$ cat config.mk
export PLATFORM = sky130hd
export DESIGN_NAME = pc_fetch_unit_flat
export DESIGN_NICKNAME = d
export VERILOG_FILES = /design/src/rtl/pc_fetch_unit_if.sv /design/src/rtl/pc_fetch_unit.sv /design/src/flat_wrapper.sv
export SDC_FILE = /design/constraint.sdc
export NUM_CORES = 1
export LEC_CHECK = 0
export ABC_CLOCK_PERIOD_IN_PS = 3900
export CAP_MARGIN = 15
export CORE_ASPECT_RATIO = 1.75
export CORE_MARGIN = 2
export CORE_UTILIZATION = 35
export DETAILED_ROUTE_END_ITERATION = 12
export DONT_BUFFER_PORTS = 1
export GPL_ROUTABILITY_DRIVEN = 1
export PLACE_DENSITY = 0.55
export SYNTH_ARGS = -nofsm -noshare
export SYNTH_HDL_FRONTEND = slang
export SYNTH_SLANG_ARGS = --single-unit
$ cat constraint.sdc
create_clock -name clk -period 3.9 [get_ports clk]
set_clock_uncertainty 0.05 [all_clocks]
set_input_delay 0.585 -clock clk [delete_from_list [all_inputs] [get_ports clk]]
set_output_delay 0.585 -clock clk [all_outputs]
set_load 0.005 [all_outputs]
$ cat src/rtl/pc_fetch_unit_if.sv
// ============================================================================
// Module      : pc_fetch_unit_if
// Description : Bundle of control-unit, ALU, memory-handshake and decode
//               signals seen by the instruction-fetch stage.
// Revision    : 1.0 - initial release
// ============================================================================
`timescale 1ns/1ps
`default_nettype none

interface pc_fetch_unit_if #(
  parameter int PC_WIDTH     = 32,
  parameter int INSTR_WIDTH  = 32,
  parameter int OFFSET_WIDTH = 8
);

  // Next-PC resolution inputs from control_unit and the ALU
  logic [1:0]              branch_control;
  logic                    jump_control;
  logic                    zero;
  logic [OFFSET_WIDTH-1:0] offset;

  // Memory handshakes
  logic                    dmem_busywait;
  logic                    imem_busywait;
  logic [INSTR_WIDTH-1:0]  imem_instr;
  logic                    imem_read;
  logic [PC_WIDTH-1:0]     imem_addr;

  // Decode/execute side
  logic [PC_WIDTH-1:0]     pc;
  logic [INSTR_WIDTH-1:0]  instruction;
  logic                    instr_valid;

  // Fetch-unit side: owns the PC, the imem request and the instruction latch
  modport master (
    input  branch_control,
    input  jump_control,
    input  zero,
    input  offset,
    input  dmem_busywait,
    input  imem_busywait,
    input  imem_instr,
    output imem_read,
    output imem_addr,
    output pc,
    output instruction,
    output instr_valid
  );

  // Environment side: control unit, ALU, memories and decode
  modport slave (
    output branch_control,
    output jump_control,
    output zero,
    output offset,
    output dmem_busywait,
    output imem_busywait,
    output imem_instr,
    input  imem_read,
    input  imem_addr,
    input  pc,
    input  instruction,
    input  instr_valid
  );

endinterface : pc_fetch_unit_if

`default_nettype wire

$ cat src/rtl/pc_fetch_unit.sv
// ============================================================================
// Module      : pc_fetch_unit
// Description : Instruction-fetch stage. Holds the PC, runs the read handshake
//               with instruction memory, presents one instruction per execute
//               slot and resolves the next PC from branch/jump controls and the
//               ALU zero flag. Stalls in the execute slot while data memory is
//               busy.
// Revision    : 1.0 - initial release
// ============================================================================
`timescale 1ns/1ps
`default_nettype none

module pc_fetch_unit #(
  parameter int                  PC_WIDTH     = 32,
  parameter int                  INSTR_WIDTH  = 32,
  parameter int                  OFFSET_WIDTH = 8,
  parameter logic [PC_WIDTH-1:0] RESET_PC     = '0
) (
  input  logic            clk,
  input  logic            rst_n,
  pc_fetch_unit_if.master bus
);

  // Instructions are one word wide, so sequential flow and offsets move in
  // steps of four bytes.
  localparam logic [PC_WIDTH-1:0] c_INSTR_BYTES = PC_WIDTH'(4);
  localparam logic [1:0]          c_BR_BEQ      = 2'b01;
  localparam logic [1:0]          c_BR_BNE      = 2'b10;

  typedef enum logic [1:0] {
    ST_IDLE  = 2'd0,
    ST_FETCH = 2'd1,
    ST_EXEC  = 2'd2
  } state_t;

  state_t                 r_state;
  logic [PC_WIDTH-1:0]    r_pc;
  logic [INSTR_WIDTH-1:0] r_instruction;
  logic                   r_instr_valid;
  logic                   r_imem_read;

  logic [PC_WIDTH-1:0]    w_pc_plus4;
  logic [PC_WIDTH-1:0]    w_offset_ext;
  logic [PC_WIDTH-1:0]    w_target;
  logic                   w_take_target;
  logic [PC_WIDTH-1:0]    w_next_pc;

  // Sequential successor and the sign-extended word offset scaled to bytes;
  // both additions wrap silently at the top of the address space.
  assign w_pc_plus4   = r_pc + c_INSTR_BYTES;
  assign w_offset_ext = {{(PC_WIDTH-OFFSET_WIDTH){bus.offset[OFFSET_WIDTH-1]}}, bus.offset};
  assign w_target     = w_pc_plus4 + (w_offset_ext << 2);

  // Redirect decision: jump wins over any branch encoding; 11 is a no-op.
  always_comb begin
    w_take_target = 1'b0;
    if (bus.jump_control) begin
      w_take_target = 1'b1;
    end else if ((bus.branch_control == c_BR_BEQ) && bus.zero) begin
      w_take_target = 1'b1;
    end else if ((bus.branch_control == c_BR_BNE) && !bus.zero) begin
      w_take_target = 1'b1;
    end
    w_next_pc = w_take_target ? w_target : w_pc_plus4;
  end

  // Fetch/execute sequencer; every output is a register so decode sees clean
  // edges, and an asynchronous reset abandons any in-flight read.
  always_ff @(posedge clk or negedge rst_n) begin
    if (!rst_n) begin
      r_state       <= ST_IDLE;
      r_pc          <= RESET_PC;
      r_instruction <= '0;
      r_instr_valid <= 1'b0;
      r_imem_read   <= 1'b0;
    end else begin
      case (r_state)
        // One quiet cycle after reset release, then raise the first request.
        ST_IDLE: begin
          r_imem_read <= 1'b1;
          r_state     <= ST_FETCH;
        end

        // Hold the request until instruction memory stops stalling, then
        // latch the word and hand it to decode.
        ST_FETCH: begin
          if (!bus.imem_busywait) begin
            r_instruction <= bus.imem_instr;
            r_instr_valid <= 1'b1;
            r_imem_read   <= 1'b0;
            r_state       <= ST_EXEC;
          end
        end

        // The instruction stays on the bus while data memory is busy; the
        // branch/jump inputs are only consulted on the edge that leaves.
        ST_EXEC: begin
          if (!bus.dmem_busywait) begin
            r_pc          <= w_next_pc;
            r_instr_valid <= 1'b0;
            r_imem_read   <= 1'b1;
            r_state       <= ST_FETCH;
          end
        end

        default: begin
          r_instr_valid <= 1'b0;
          r_imem_read   <= 1'b0;
          r_state       <= ST_IDLE;
        end
      endcase
    end
  end

  // The imem address is the PC itself, so a request never targets a stale
  // address.
  assign bus.imem_read   = r_imem_read;
  assign bus.imem_addr   = r_pc;
  assign bus.pc          = r_pc;
  assign bus.instruction = r_instruction;
  assign bus.instr_valid = r_instr_valid;

endmodule : pc_fetch_unit

`default_nettype wire
$ cat src/flat_wrapper.sv
// flat-port wrapper written by rule: the top's interface ports become plain ports
module pc_fetch_unit_flat 
#(
  parameter int                  PC_WIDTH     = 32,
  parameter int                  INSTR_WIDTH  = 32,
  parameter int                  OFFSET_WIDTH = 8,
  parameter logic [PC_WIDTH-1:0] RESET_PC     = '0
)
  (clk, rst_n, bus_branch_control, bus_jump_control, bus_zero, bus_offset, bus_dmem_busywait, bus_imem_busywait, bus_imem_instr, bus_imem_read, bus_imem_addr, bus_pc, bus_instruction, bus_instr_valid);
  pc_fetch_unit_if #(.PC_WIDTH(PC_WIDTH), .INSTR_WIDTH(INSTR_WIDTH), .OFFSET_WIDTH(OFFSET_WIDTH)) bus_i ();
  input  logic clk;
  input  logic rst_n;
  input wire logic [$bits(bus_i.branch_control)-1:0] bus_branch_control;
  input wire logic [$bits(bus_i.jump_control)-1:0] bus_jump_control;
  input wire logic [$bits(bus_i.zero)-1:0] bus_zero;
  input wire logic [$bits(bus_i.offset)-1:0] bus_offset;
  input wire logic [$bits(bus_i.dmem_busywait)-1:0] bus_dmem_busywait;
  input wire logic [$bits(bus_i.imem_busywait)-1:0] bus_imem_busywait;
  input wire logic [$bits(bus_i.imem_instr)-1:0] bus_imem_instr;
  output wire logic [$bits(bus_i.imem_read)-1:0] bus_imem_read;
  output wire logic [$bits(bus_i.imem_addr)-1:0] bus_imem_addr;
  output wire logic [$bits(bus_i.pc)-1:0] bus_pc;
  output wire logic [$bits(bus_i.instruction)-1:0] bus_instruction;
  output wire logic [$bits(bus_i.instr_valid)-1:0] bus_instr_valid;
  assign bus_i.branch_control = bus_branch_control;
  assign bus_i.jump_control = bus_jump_control;
  assign bus_i.zero = bus_zero;
  assign bus_i.offset = bus_offset;
  assign bus_i.dmem_busywait = bus_dmem_busywait;
  assign bus_i.imem_busywait = bus_imem_busywait;
  assign bus_i.imem_instr = bus_imem_instr;
  assign bus_imem_read = bus_i.imem_read;
  assign bus_imem_addr = bus_i.imem_addr;
  assign bus_pc = bus_i.pc;
  assign bus_instruction = bus_i.instruction;
  assign bus_instr_valid = bus_i.instr_valid;
  pc_fetch_unit #(.PC_WIDTH(PC_WIDTH), .INSTR_WIDTH(INSTR_WIDTH), .OFFSET_WIDTH(OFFSET_WIDTH), .RESET_PC(RESET_PC)) u_core (.clk(clk), .rst_n(rst_n), .bus(bus_i));
endmodule
==> flow_summary_export.csv, run 1 <==
group,metric,value,unit
synthesis,yosys_warnings,0,
floorplan,die_area,16000,um^2
sta,whs,0.0758,ns
pwr,p_leak,2.84,nW
clocking,cts_tree,"yes",
synthesis,synth_seq_area_share,31.1,%
routing,first_pass_iters,5,
synthesis,async_flop_share,100,%
run_status,status,"finished, violations left",
sta,timing.fmax,253,MHz
sta,rsz0062_at_grt,"yes",
sta,maxSlewViolCount,0,
placed_design,placed_cell_area,5870,um^2
synthesis,synth_cell_types,59,
floorplan,core,14800,um^2
run_status,violations,"negative setup slack",
hold_path,hold_class,"in2async",
global_route,grt_pass1_vias,5015,
clocking,max-clock-path-buffers,2,
critical_path,critPathCaptureType,"flop",
routing,wl_met2,9.23,mm
pwr,ir_worst_vdd,0.000321,V
synthesis,synth_ff_type,"dfrtp_1",
placed_design,port_buffers,0,
routing,drc,0,
critical_path,reg2reg_depth,16,
sta,worst_slew_margin_rel,48.4,%
layout,antenna_cells,0,
floorplan,start_util,35.4,%
sta,finalHoldViolCount,0,
placed_design,dp_hpwl,12.5,mm
global_route,grt_pass1_wl,25.3,mm
routing,via_per_inst,5.64,
synthesis,synth-edff-count,0,
pwr,p_per_area,868,nW/um^2
layout,fin_cells,857,
sta,setup_slack,-0.0526,ns
synthesis,synth_area,5230,um^2
routing,wl_met3,921,um
layout,nNetsFinal,755,
floorplan,die_w,96.4,um
critical_path,path_max_fanout,4,
synthesis,ys_seq_elements,65,
global_route,grt_start_max_net_pins,66,
synthesis,postSynthAreaPerCell,8.69,um^2
routing,wl_per_cell,19.1,um
clocking,clock_latency,0.33,ns
placed_design,preCtsSetupSlack,-0.0818,ns
routing,antenna_violating_nets_post_route,0,
sta,post-route-period-util,101,%
critical_path,cp.arrival,4.16,ns
sta,setup_viol,1,
layout,n_fill_cell,1503,
critical_path,critPathKind,"reg2reg",
clocking,clkSinkCount,65,
clocking,numCtsBuffers,9,
routing,wirelength,16.4,mm
global_route,grt_usage,20.5,%
clocking,htree_levels,3,
routing,vias,4834,
clocking,root_buffer,"clkbuf_16",
layout,area_growth,23.0,%
layout,drive_gt1_share,29.5,%
global_route,antenna_found_initial,0,
flow_run,cap_viol_max_count,0,
placed_design,dpl.cell_count,825,
layout,fin_area,6430,um^2
critical_path,start_kind,"flop",
routing,highest_layer,"met4",
routing,drt_iter0_markers,237,
sta,tightest_slew,0.770,ns
critical_path,critPathRequiredTime,4.10,ns
floorplan,row_count,59,
floorplan,die_h,166,um
routing,wl_met1,5.50,mm
sta,period_minus_slack,3.95,ns
placed_design,gp_congestion,0.944,
synthesis,syn_inst,601,
global_route,grt-ovfl-total,0,
clocking,clk_pin_slew,0.06,ns
floorplan,io_pins,146,
==> layer usage <==
metal	up-vias	GRT usage, %
met3	45	4.27
met2	184	39.3
met4	0	10.6
met5	-	0
met1	2336	19.3
li1	2269	-
==> path summary, 6_finish.rpt <==
path                                            start                         end  slack, ns
max reg2reg                   u_core.bus.imem_addr[4]    u_core.bus.imem_addr[31]      -0.05
min reg2reg                u_core.bus.instruction[24]  u_core.bus.instruction[24]       0.48
max in group asynchronous                       rst_n     u_core.bus.imem_addr[4]       3.44
min in group clk                   bus_imem_instr[17]  u_core.bus.instruction[17]       0.35
max                           u_core.bus.imem_addr[4]    u_core.bus.imem_addr[31]      -0.05
min                                             rst_n  u_core.bus.instruction[21]       0.08
==> stage by stage <==
stage               util, %  power (mW)  TNS, ns
floorplan                 -        3.59        0
global placement       39.7        4.44   -0.176
detailed placement     39.7        4.52   -0.146
CTS                    42.7        5.48  -0.0528
global route           43.5        6.04   -0.366
finish                 43.5        5.58  -0.0526
==> critical path: stages (launching register included) <==
cell and delay [ns]:
dfrtp_2 0.36, and4_4 0.22, buf_4 0.10, buf_4 0.12, nand4_1 0.15, or4_4 0.46
xnor2_1 0.14, ha_1 0.35, nand2_1 0.13, o21ai_4 0.10, o41ai_4 0.37, nor2b_1 0.08
o31a_1 0.26, o31a_1 0.25, or4_1 0.41, a21oi_2 0.15, xor2_1 0.15
==> repair_timing <==
action / in CTS / in global routing
endpoints found under the hold margin: 65 / 0
pin swaps: 12 / 15
buffers inserted: 8 / 7
hold buffers: 1 / 0
resized for setup: 8 / 15
endpoints found under the setup margin: 3 / 9
==> cell usage after synthesis, types with 2 or more instances <==
master / instances / area, um^2
o21ai_0: 31 / 155
a21o_1: 11 / 82.6
o31a_1: 2 / 17.5
nand2_1: 64 / 240
or4_1: 2 / 15.0
buf_1: 4 / 15.0
o21ai_1: 2 / 10.0
a21oi_1: 62 / 310
ha_1: 37 / 463
buf_4: 34 / 255
o21a_1: 2 / 15.0
a31o_2: 3 / 26.3
o221ai_1: 2 / 17.5
nor2_1: 41 / 154
nand3_1: 21 / 105
and3_1: 12 / 75.1
inv_1: 9 / 33.8
nor3_1: 14 / 70.1
xor2_1: 20 / 175
a31oi_1: 6 / 37.5
clkbuf_1: 13 / 48.8
o21ai_2: 2 / 17.5
nor4_1: 3 / 18.8
nor2b_1: 5 / 31.3
and4_1: 6 / 52.6
a21oi_2: 2 / 17.5
a41oi_1: 2 / 17.5
nand4_1: 5 / 31.3
o22ai_1: 9 / 56.3
and2_1: 4 / 25.0
o211ai_1: 2 / 15.0
a22oi_1: 6 / 45.0
a211o_1: 2 / 17.5
xnor2_1: 33 / 289
or2_2: 2 / 12.5
mux2_2: 32 / 360
buf_2: 3 / 15.0
o21bai_1: 6 / 45.0
dfrtp_1: 65 / 1630
==> sequential cells by signal (all words and copies together) (netlist names) <==
signal	flops
u_core.bus.instruction	32
u_core.bus.instr_valid	1
u_core.r_state	2
u_core.bus.imem_addr	30
==> final cells by class <==
| type | count | area [um^2] | area share [%] |
|---|---|---|---|
| Inverter | 9 | 33.8 | 0.526 |
| Tap cell | 183 | 229 | 3.56 |
| Timing Repair Buffer | 108 | 831 | 12.9 |
| Clock inverter | 7 | 83.8 | 1.30 |
| Sequential cell | 65 | 1630 | 25.4 |
| Clock buffer | 9 | 225 | 3.50 |
| Multi-Input combinational cell | 476 | 3390 | 52.8 |
==> layout by cell type, fill, tap and decap left out, types with 3 or more instances in the layout <==
| master | n |
|---|---|
| a21oi_1 | 58 |
| nor2_1 | 41 |
| and3_4 | 4 |
| o21ai_0 | 28 |
| a21oi_2 | 5 |
| nor3_1 | 11 |
| o21ai_1 | 5 |
| nor3_2 | 4 |
| o21bai_1 | 6 |
| ha_1 | 35 |
| xnor2_1 | 31 |
| a21o_1 | 11 |
| clkbuf_16 | 9 |
| nand4_1 | 5 |
| and4_1 | 4 |
| nand2_1 | 63 |
| nand3_1 | 20 |
| a22oi_1 | 6 |
| inv_1 | 9 |
| and4_4 | 3 |
| conb_1 | 4 |
| xor2_1 | 20 |
| nor2b_1 | 4 |
| inv_6 | 3 |
| dfrtp_1 | 63 |
| and3_1 | 9 |
| o22ai_1 | 9 |
| buf_4 | 107 |
| mux2_2 | 32 |
| a31oi_1 | 5 |
| a31o_2 | 3 |
==> logic make-up after synthesis <==
family	after synthesis	synth area share (%)
compound gates	160	19.1
xor+xnor	53	8.88
fa+ha+maj	38	9.24
buf+inv	63	7.04
flops	65	31.1
mux	32	6.90
other cells	1	0.0718
simple gates	189	17.6
==> power breakdown <==
part | internal, mW | switching, mW
clock | 0.508 | 0.347
sequential | 1.02 | 0.321
combinational | 1.62 | 1.77
total | 3.14 | 2.44
Note: power is estimated with default switching activity, not from simulation.
==> inputs of run 2 (changes only) <==
--- a/config.mk
+++ b/config.mk
@@ -14,6 +14,7 @@
 export DONT_BUFFER_PORTS = 1
 export GPL_ROUTABILITY_DRIVEN = 1
 export PLACE_DENSITY = 0.55
+export REMOVE_ABC_BUFFERS = 1
 export SYNTH_ARGS = -nofsm -noshare
 export SYNTH_HDL_FRONTEND = slang
 export SYNTH_SLANG_ARGS = --single-unit
==> run 2 against run 1 <==
The flow now finishes without violations. Sequential share of layout area down 0.22 points. Final cell count decreased by 0.93%. Setup slack better by 0.12 ns. Non-clock buffer count decreased by 8. Routed wire length shrank 2.1%. Critical path depth did not move. Combinational power about the same. Core utilization grew 0.31 points. Critical path type unchanged. Critical endpoint unchanged. Largest cell class unchanged. Largest power group unchanged.
==> flow_summary_export.csv, run 2 (synthesis gave the netlist of run 1 again) <==
group,metric,value,unit
clocking,clkSinkCount,65,
flow_run,cap_viol_max_count,0,
global_route,grt_start_max_net_pins,66,
layout,mostFrequentLayoutCell,"buf_4",
routing,via_per_inst,5.57,
routing,first_pass_iters,5,
run_status,status,"finished clean",
placed_design,gp_congestion,0.931,
clocking,clk_pin_slew,0.06,ns
critical_path,path_delay_family,"simple AND/OR/NAND/NOR gates",
clocking,numCtsBuffers,9,
sta,period_minus_slack,3.84,ns
sta,tightest_slew,0.845,ns
hold_path,hold_class,"in2async",
floorplan,row_count,59,
floorplan,core,14800,um^2
critical_path,reg2reg_slack,0.06,ns
floorplan,die_area,16000,um^2
layout,nNetsFinal,747,
layout,fin_area,6470,um^2
floorplan,die_w,96.4,um
layout,antenna_cells,0,
critical_path,crit_path_top_delay_cell,"or4_4",
global_route,antenna_found_initial,0,
critical_path,critPathCaptureType,"flop",
global_route,use_met2,39.3,%
critical_path,reg2reg_from,"u_core.bus.imem_addr[5]",
critical_path,crit_path_cell_trace,"and4_4 -> and3_4 -> and2_4 -> buf_4 -> and4_4 -> xor2_2 -> ha_4 -> and3_4 -> and4b_1 -> a31oi_4 -> a21oi_2 -> o31a_1 -> o31a_1 -> or4_4 -> a21oi_2 -> xor2_1",
placed_design,placed_cell_area,5780,um^2
placed_design,dp_hpwl,12.4,mm
sta,finalHoldViolCount,0,
routing,wl_per_cell,18.9,um
placed_design,preCtsSetupSlack,-0.427,ns
routing,antenna_violating_nets_post_route,0,
pwr,p_leak,2.87,nW
critical_path,r2r-end,"u_core.bus.imem_addr[31]",
floorplan,start_util,35.4,%
critical_path,start_kind,"flop",
floorplan,die_h,166,um
routing,drt_iter0_markers,168,
critical_path,reg2reg_depth,16,
pwr,finalPower,5.57,mW
floorplan,io_pins,146,
global_route,grt_pass1_wl,25.1,mm
layout,area_growth,23.9,%
global_route,grt_usage,20.5,%
global_route,met1_usage,18.5,%
layout,largest_reg_flops,32,
global_route,grt-ovfl-total,0,
sta,post-route-period-util,98.4,%
global_route,grt_util_met3,4.23,%
placed_design,port_buffers,0,
sta,setup_viol,0,
sta,worst_slew_margin_rel,43.6,%
critical_path,critPathRequiredTime,4.12,ns
layout,drive_gt1_share,30.3,%
routing,wirelength,16.1,mm
critical_path,worst-path-buf-inv,1,
routing,drc,0,
layout,mostFrequentLayoutCells,"buf_4 (97), dfrtp_1 (65), nand2_1 (63), a21oi_1 (59), nor2_1 (40)",
sta,setup_slack,0.0641,ns
critical_path,critPathKind,"reg2reg",
layout,n_fill_cell,1451,
critical_path,cp.arrival,4.05,ns
clocking,max-clock-path-buffers,2,
pwr,ir_worst_vdd,0.000239,V
sta,maxSlewViolCount,0,
clocking,cts_tree,"yes",
routing,vias,4732,
clocking,htree_levels,3,
clocking,root_buffer,"clkbuf_16",
pwr,p_per_area,860,nW/um^2
clocking,clock_latency,0.34,ns
sta,timing.fmax,261,MHz
sta,setup-tns-final,0,ns
global_route,top_usage_layer,"met2",
sta,rsz0062_at_grt,"yes",
critical_path,cp_slowest_stage_delay,0.42,ns
critical_path,path_max_fanout,4,
global_route,grt_pass1_vias,5007,
==> run 2: cell count changes in the layout (fill, tap and decap cells not counted), sizes merged <==
cell / change
buf: -8
clkinv: -1
clkinvlp: +1
==> run 2: layout make-up <==
cell class	count	area (um^2)	area share [%]
tap	183	229	3.54
sequential	65	1630	25.1
timing repair buffer	100	778	12.0
multi-input combinational	476	3500	54.0
inverter	9	33.8	0.522
clock buffer	9	225	3.48
clock inverter	7	82.6	1.28
==> run 2: stage by stage <==
step	hold WS (ns)	util [%]	cells
2_1_floorplan	0.239	-	550
3_3_place_gp	0.241	39.1	818
3_5_place_dp	0.241	39.1	818
4_1_cts	0.0686	42.2	843
5_1_grt	0.0796	43.8	849
6_report	0.0618	43.8	849
==> run 2: timing repair <==
action | 4_1_cts | 5_1_grt
setup endpoints to repair | 4 | 6
gates resized for setup | 13 | 37
hold buffers | 1 | 0
setup buffers | 8 | 7
hold endpoints to repair | 65 | 0
pin swaps | 14 | 22
==> run 2: routing by layer <==
metal / vias up / wire length [um]
met3: 54 / 866
met2: 175 / 8920
met5: - / 0
met1: 2258 / 5300
li1: 2245 / -
met4: 0 / 984
==> run 2: worst max path at each step <==
stage,startpoint,endpoint,slack (ns),cells past startpoint
2_1_floorplan,u_core.bus.imem_addr[5],u_core.bus.imem_addr[31],-0.16,16
3_3_place_gp,u_core.bus.imem_addr[12],u_core.bus.imem_addr[31],-0.39,17
3_5_place_dp,u_core.bus.imem_addr[12],u_core.bus.imem_addr[31],-0.43,16
4_1_cts,u_core.bus.imem_addr[5],u_core.bus.imem_addr[31],0.03,16
5_1_grt,u_core.bus.imem_addr[5],u_core.bus.imem_addr[31],-0.06,16
6_report,u_core.bus.imem_addr[5],u_core.bus.imem_addr[31],0.06,16
==> run 2: report_power, final <==
part | switching (mW) | internal, mW | leakage [nW]
Clock | 0.341 | 0.506 | 0.145
Sequential | 0.327 | 1.01 | 0.768
Combinational | 1.77 | 1.61 | 1.96
==> run 2: worst reg2reg max path, cell delays in order (launching register included) <==
cell and delay (ns):
dfrtp_1 0.35, and4_4 0.25, and3_4 0.23, and2_4 0.15, buf_4 0.11, and4_4 0.25, xor2_2 0.18, ha_4 0.23
and3_4 0.19, and4b_1 0.21, a31oi_4 0.18, a21oi_2 0.07, o31a_1 0.31, o31a_1 0.26, or4_4 0.42, a21oi_2 0.17
xor2_1 0.15
